<file path="src/rtl/bin2bcd_seq_pkg.sv">
// Shared definitions for the sequential binary-to-BCD converter: FSM state
// encodings, internal accumulator depth and the overflow-digit helper.
package bin2bcd_seq_pkg;

    localparam int BCD_INT_DIGITS = 10;
    localparam int BCD_ACC_W      = 4 * BCD_INT_DIGITS;

    typedef enum logic [1:0] {
        BCD_S_IDLE  = 2'd0,
        BCD_S_SHIFT = 2'd1,
        BCD_S_DONE  = 2'd2
    } bcd_state_t;

    // True when any accumulator digit at or above index 'digits' is non-zero,
    // i.e. the value does not fit in the displayed digit count.
    function automatic logic hi_digits_nz(input logic [BCD_ACC_W-1:0] acc,
                                          input int digits);
        logic nz;
        nz = 1'b0;
        for (int i = 0; i < BCD_INT_DIGITS; i++) begin
            if (i >= digits && acc[4*i +: 4] != 4'd0) nz = 1'b1;
        end
        return nz;
    endfunction

endpackage

</file>
<file path="src/rtl/bcd_digit_adj.sv">
// Double-dabble digit correction: adds 3 to a BCD digit of 5 or more so the
// following left shift carries correctly into the next digit.
module bcd_digit_adj (
    input  logic [3:0] d,
    output logic [3:0] q
);

    assign q = (d >= 4'd5) ? d + 4'd3 : d;

endmodule

</file>
<file path="src/rtl/bin2bcd_seq.sv">
// Sequential binary-to-BCD converter, one bit per clock (shift-and-add-3).
// Optional macro BIN2BCD_OVF_SAT_EN: saturate bcd_out to all nines on overflow.
module bin2bcd_seq
    import bin2bcd_seq_pkg::*;
#(
    parameter int BIN_W  = 32,
    parameter int DIGITS = 8
) (
    input  logic                clk,
    input  logic                reset,
    input  logic                en,
    input  logic                in_valid,
    input  logic [BIN_W-1:0]    bin_in,
    output logic                in_ready,
    output logic                out_valid,
    output logic [4*DIGITS-1:0] bcd_out,
    output logic                ovf
);

    localparam int CW = $clog2(BIN_W + 1);

    bcd_state_t           state, state_nxt;
    logic [CW-1:0]        cnt;
    logic [BIN_W-1:0]     sr;
    logic [BCD_ACC_W-1:0] acc;
    logic [BCD_ACC_W-1:0] adj;
    logic [BCD_ACC_W-1:0] acc_shf;
    logic [4*DIGITS-1:0]  bcd_nxt;
    logic                 accept;
    logic                 last;
    logic                 hi_nz;
    logic                 adj_unused;

    for (genvar g = 0; g < BCD_INT_DIGITS; g++) begin : g_adj
        bcd_digit_adj u_adj (
            .d (acc[4*g +: 4]),
            .q (adj[4*g +: 4])
        );
    end

    // Top digit never carries out for legal BIN_W, so its MSB is dropped.
    assign adj_unused = adj[BCD_ACC_W-1];
    assign acc_shf    = {adj[BCD_ACC_W-2:0], sr[BIN_W-1]};

    assign last     = (cnt == CW'(BIN_W - 1));
    assign in_ready = en && (state == BCD_S_IDLE);
    assign accept   = in_valid && in_ready;

    always_comb begin
        state_nxt = state;
        case (state)
            BCD_S_IDLE:  if (accept) state_nxt = BCD_S_SHIFT;
            BCD_S_SHIFT: if (last)   state_nxt = BCD_S_DONE;
            BCD_S_DONE:  state_nxt = BCD_S_IDLE;
            default:     state_nxt = BCD_S_IDLE;
        endcase
    end

    always_comb begin
        hi_nz = hi_digits_nz(acc_shf, DIGITS);
`ifdef BIN2BCD_OVF_SAT_EN
        bcd_nxt = hi_nz ? {DIGITS{4'h9}} : acc_shf[4*DIGITS-1:0];
`else
        bcd_nxt = acc_shf[4*DIGITS-1:0];
`endif
    end

    always_ff @(posedge clk or posedge reset) begin
        if (reset) state <= BCD_S_IDLE;
        else       state <= state_nxt;
    end

    always_ff @(posedge clk or posedge reset) begin
        if (reset) begin
            cnt       <= '0;
            sr        <= '0;
            acc       <= '0;
            bcd_out   <= '0;
            ovf       <= 1'b0;
            out_valid <= 1'b0;
        end else begin
            out_valid <= 1'b0;
            if (accept) begin
                sr  <= bin_in;
                acc <= '0;
                cnt <= '0;
            end else if (state == BCD_S_SHIFT) begin
                acc <= acc_shf;
                sr  <= sr << 1;
                cnt <= cnt + CW'(1);
                // Results are captured from the post-shift value on the final bit.
                if (last) begin
                    bcd_out   <= bcd_nxt;
                    ovf       <= hi_nz;
                    out_valid <= 1'b1;
                end
            end
        end
    end

endmodule

</file>
<file path="config.mk">
export PLATFORM = sky130hd
export DESIGN_NAME = bin2bcd_seq
export DESIGN_NICKNAME = d
export VERILOG_FILES = /design/src/rtl/bin2bcd_seq_pkg.sv /design/src/rtl/bcd_digit_adj.sv /design/src/rtl/bin2bcd_seq.sv
export SDC_FILE = /design/constraint.sdc
export NUM_CORES = 1
export LEC_CHECK = 0
export BUFFER_PORTS_ARGS = -buffer_cell sky130_fd_sc_hd__buf_2
export CAP_MARGIN = 20
export CELL_PAD_IN_SITES_DETAIL_PLACEMENT = 1
export CELL_PAD_IN_SITES_GLOBAL_PLACEMENT = 1
export CORE_UTILIZATION = 48
export CTS_CLUSTER_DIAMETER = 30
export DETAILED_ROUTE_END_ITERATION = 7
export PLACE_DENSITY_LB_ADDON = 0.1
export SETUP_SLACK_MARGIN = 0.15
export SLEW_MARGIN = 25
export SYNTH_ARGS = -nofsm -noshare
export SYNTH_HDL_FRONTEND = slang
export SYNTH_SLANG_ARGS = --single-unit
</file>
<file path="constraint.sdc">
create_clock -name clk -period 11 [get_ports clk]
set_clock_uncertainty 0.15 [all_clocks]
set_input_delay 1.1 -clock clk [delete_from_list [all_inputs] [get_ports clk]]
set_output_delay 1.1 -clock clk [all_outputs]
set_load 0.05 [all_outputs]
</file>
# Word-level counts from Yosys, hierarchy flattened
# Cells that the tools add are included.
# totals
in_bits	36
register_bits	114
elab_cells	65
out_inout_bits	35
# op_classes
reduce_logical	8
magnitude_cmp	10
n_eq_ne	4
mux	24
add_sub_neg	11
n_bitwise	1
# op_table
operator	count
$mux W40	2
$mux W32	2
$ge A4 B3 Y1 const B	10
$add A4 B2 Y4 const B	9
$mux W4	9
$mux W6	2
$reduce_bool A4 Y1	2
$add A6 B1 Y6 const B	1
$eq A6 B5 Y1 const B	1
$mux W1	5
$mux W2	2
$ne A2 B2 Y1 const B	2
$pmux W2 S2	1
$add A3 B2 Y3 const B	1
$mux W3	1
$reduce_and A3 Y1	1
$eq A2 B1 Y1 const B	1
$logic_and A1 B1 Y1	2
$logic_not A2 Y1	1
$reduce_and A2 Y1	1
$reduce_bool A2 Y1	1
$not A1 Y1	1

# Longest topological paths before layout
# depth
depth_word	5
depth_mapped	8
ltp_nobuf	7

# Hierarchy
# Synthesis repeated with hierarchy kept, for this count alone.
# unflattened
cells_unflattened	620
hier_area_um2	5855.6
# by_module_without_submodules
mod	seq_area_each_um2	instances	area_each_um2	cells_per_inst
bin2bcd_seq	2852.7	1	4842.1	460
bcd_digit_adj	0.0	10	101.3	16

# Worst setup path before layout
# No wires, ideal clock.
# synth_path
path_type	input to output
start	in en
end	out in_ready
n_path_buf	0
arrival_time_ns	1.770
required_ns	9.750
stages	1
slack_ns	7.980
path_cell_list	nor3b_2
# synth_via
elab_chain_len	1
# synth_rtl
element	line	text
start: declaration	bin2bcd_seq.sv:11	input logic en,
$logic_and A1 B1 Y1	bin2bcd_seq.sv:46	assign in_ready = en && (state == BCD_S_IDLE);
end: declaration	bin2bcd_seq.sv:14	output logic in_ready,
# Every way passes these cells.

# Worst setup path after layout
# Ends and elaborated chain as after synthesis.

==> flow_summary_export.csv <==
group,metric,value,unit
cells_and_area,syn2layout_area_growth,18.3,%
place,gp_congestion,0.753,
die,ios,71,
global_routing,gr-usage-all-layers,25.8,%
logic_synthesis,synth.largest_area_cell,"dfrtp_1",
timing,max_freq,346,MHz
worst_setup_path,r2r_cells,7,
detailed_routing,via_per_inst,5.60,
detailed_routing,drt-wirelength-per-cell,17.7,um
global_routing,grt_first_pass_wirelength,23200,um
logic_synthesis,synth_area,0.00541,mm^2
cells_and_area,antenna_cells,0,
logic_synthesis,synth_cell_types,40,
timing,period_minus_slack,2.89,ns
die,dieArea,0.0117,mm^2
pwr,pwr-share-seq,33.3,%
worst_setup_path,ff2ff_setup_slack,8.18,ns
logic_synthesis,ys_warn_count,0,
timing,hold_violations,0,
cells_and_area,drive_above_1_share,19.3,%
min_path,worstHoldStart,"sr[4]$_DFFE_PP0P_",
pwr,p_sw_share,43.4,%
logic_synthesis,synth_simple_gate_area_share,16.8,%
pwr,power_per_cell_area,353,mW/mm^2
logic_synthesis,yosysTopAreaCellShare,52.8,%
pwr,power.leakage,3.12,nW
timing,worst_slew_pin_slew,0.850,ns
logic_synthesis,synth_nets,620,
timing,maxSlewViolCount,0,
detailed_routing,wl,13700,um
clock_tree,post-cts-setup-buffers,0,
detailed_routing,drtIter0Drc,201,
logic_synthesis,synth.yosys.seq_area_share,52.8,%
job,drv_cap,0,
logic_synthesis,netlist_instances,563,
min_path,hold_path_end,"sr[4]$_DFFE_PP0P_",
clock_tree,cts_resized,0,
place,io_buffer_count,70,
worst_setup_path,critPathRequiredTime,9.75,ns
clock_tree,numClockSinks,114,
worst_setup_path,rr_startpoint,"cnt[0]$_DFFE_PP0P_",
pwr,p_int,0.00128,W
worst_setup_path,endpoint_kind,"primary output",
timing,finalSetupViolCount,0,
logic_synthesis,synth_top_family_by_area,"simple AND/OR/NAND/NOR gates",
clock_tree,numCtsBuffers,17,
timing,hold_ws,0.327,ns
worst_setup_path,setup.worst_path.start_class,"input port",
clock_tree,clkSlewWorstSetupHoldPaths,0.05,ns
detailed_routing,drc,0,
die,dieHeight,108,um
global_routing,first_global_vias,4748,
clock_tree,cts.path.max_buffers,2,
detailed_routing,first_pass_iters,4,
die,coreArea,0.0109,mm^2
timing,rsz0062_at_grt,"no",
pwr,clockPowerShare,23.2,%
pwr,p_sw,0.000981,W
worst_setup_path,reg2reg_to,"ovf$_DFFE_PP0P_",
clock_tree,hold_buffers,0,
min_path,holdPathStages,2,
cells_and_area,fill_cells,1248,
run_status,run_status,"finished clean",
cells_and_area,nets,683,
timing,tns,0,ns
logic_synthesis,synth-adder-area-share,4.86,%
clock_tree,h-tree-depth,4,
detailed_routing,ant_nets,0,
global_routing,grt_max_degree,76,
logic_synthesis,synth.avg_cell_area,9.61,um^2
timing,period_share,26.3,%
timing,relSlewSlack,43.3,%
global_routing,antenna_found_initial,0,
worst_setup_path,worstPathArrival,1.64,ns
die,start_util,49.7,%
logic_synthesis,synth_xor_area_share,2.92,%
global_routing,gr-total-overflow,0,
logic_synthesis,synth_seq_cells,114,
clock_tree,clock_latency,0.52,ns
detailed_routing,via_count,4343,
logic_synthesis,synth.area.top_cells,"dfrtp_1, nand2_1, ha_1",
die,std_cell_rows,38,
logic_synthesis,synth-compound-area-share,16.5,%
clock_tree,tritoncts,"yes",
logic_synthesis,muxShareOfSynthArea,1.43,%
pwr,peakVddDrop,161,uV
place,hpwl,8440,um
die,die_w,108,um
clock_tree,clock-root-buffer,"clkbuf_8",
min_path,hp-class,"flop to flop",
worst_setup_path,cp_max_fo,2,
pwr,p_comb_share,43.5,%
worst_setup_path,crit_type,"input port to primary output",
[worst max-delay path by stage]
| stage | from | end | slack, ns | cells past startpoint |
|---|---|---|---|---|
| global route | cnt[0]$_DFFE_PP0P_ | bcd_out[27]$_DFFE_PP0P_ | 7.94 | 7 |
| global placement | en | acc[31]$_DFFE_PP0P_ | 7.68 | 7 |
| detailed placement | en | acc[31]$_DFFE_PP0P_ | 7.56 | 7 |
| CTS | en | acc[31]$_DFFE_PP0P_ | 8.08 | 7 |
| finish | en | in_ready | 8.11 | 3 |
| floorplan | reset | acc[0]$_DFFE_PP0P_ | 6.73 | 1 |
[power by group through the flow]
stage | sequential (W) | combinational, W | clock [W]
6_report | 0.000752 | 0.000983 | 0.000523
5_1_grt | 0.000779 | 0.00109 | 0.000547
4_1_cts | 0.000753 | 0.000985 | 0.000528
3_5_place_dp | 0.000755 | 0.000964 | 0
3_3_place_gp | 0.000740 | 0.000910 | 0
2_1_floorplan | 0.000905 | 0.000566 | 0
[area by class of cell]
type	instances	area (um^2)	area share [%]
clock buffer	24	510	7.98
clock inverter	5	50.0	0.783
inverter	23	88.8	1.39
multi-input combinational	395	2310	36.1
sequential	114	2850	44.6
tap	140	175	2.74
timing repair buffer	75	408	6.38
[critical path, cell delays in order]
cell	delay [ns]
buf_2	0.08
nor3b_2	0.17
buf_2	0.29
[layer usage]
layer  global-route usage [%]  vias up  share of wire, %
met5                        0        -                 0
met1                     31.4     2173                44
li1                         -     2070                 -
met3                     5.06       25               2.6
met2                     44.9       75                51
met4                     9.49        0               1.8
[Yosys cell counts, drive strengths merged]
cell type	number
mux2i	1
nor2b	1
a41oi	1
o21bai	1
clkbuf	10
a22o	4
o31ai	1
a21o	4
a22oi	30
o21ai	47
nor3b	12
or3b	4
inv	23
a21oi	32
a31oi	4
nor4bb	1
nand2	124
nor2	23
xor2	8
o22ai	25
buf	21
nand2b	11
and2	1
dfrtp	114
nor3	14
nand4	3
nand3	4
ha	21
and4	1
mux2	6
xnor2	10
or2	1
[cell usage in the layout, fill, tap and decap left out, drive strengths merged]
| cell type | n |
|---|---|
| nand2 | 124 |
| dfrtp | 114 |
| buf | 75 |
| o21ai | 47 |
| a21oi | 32 |
| a22oi | 30 |
| o22ai | 25 |
| clkbuf | 24 |
| inv | 23 |
| nor2 | 23 |
| ha | 21 |
| nor3 | 14 |
| nor3b | 12 |
| nand2b | 11 |
| xnor2 | 10 |
| xor2 | 8 |
| mux2 | 6 |
| a21o | 4 |
| a22o | 4 |
| or3b | 4 |
| a31oi | 4 |
| nand3 | 4 |
| clkinv | 4 |
| nand4 | 3 |
| and2 | 1 |
| nor2b | 1 |
| o21bai | 1 |
| mux2i | 1 |
| or2 | 1 |
| nor4bb | 1 |
| and4 | 1 |
| a41oi | 1 |
| o31ai | 1 |
| bufinv | 1 |
[cell families after synthesis]
kind of cell | count (synthesis)
buffers and inverters | 54
DFF | 114
and+or+nand+nor | 200
xor gates and xnor gates | 18
AOI/OAI and AO/OA | 149
adders and majority gates | 21
muxes | 7
[metrics by stage]
stage	instances	setup WS [ns]	instance area [um^2]	total power, W	util, %
after floorplan	563	6.73	5410	0.00147	-
after global placement	746	7.68	5810	0.00165	53.3
after detailed placement	746	7.56	5810	0.00172	53.3
after CTS	775	8.08	6370	0.00227	58.5
after global routing	776	7.94	6390	0.00241	58.7
final	776	8.11	6390	0.00226	58.7
[sequential cells by signal, indices dropped and copies added, names as in the netlist]
signal / flops
acc: 40
bcd_out: 32
cnt: 6
out_valid: 1
ovf: 1
sr: 32
state: 2
Power figures use the tool's default switching activity.
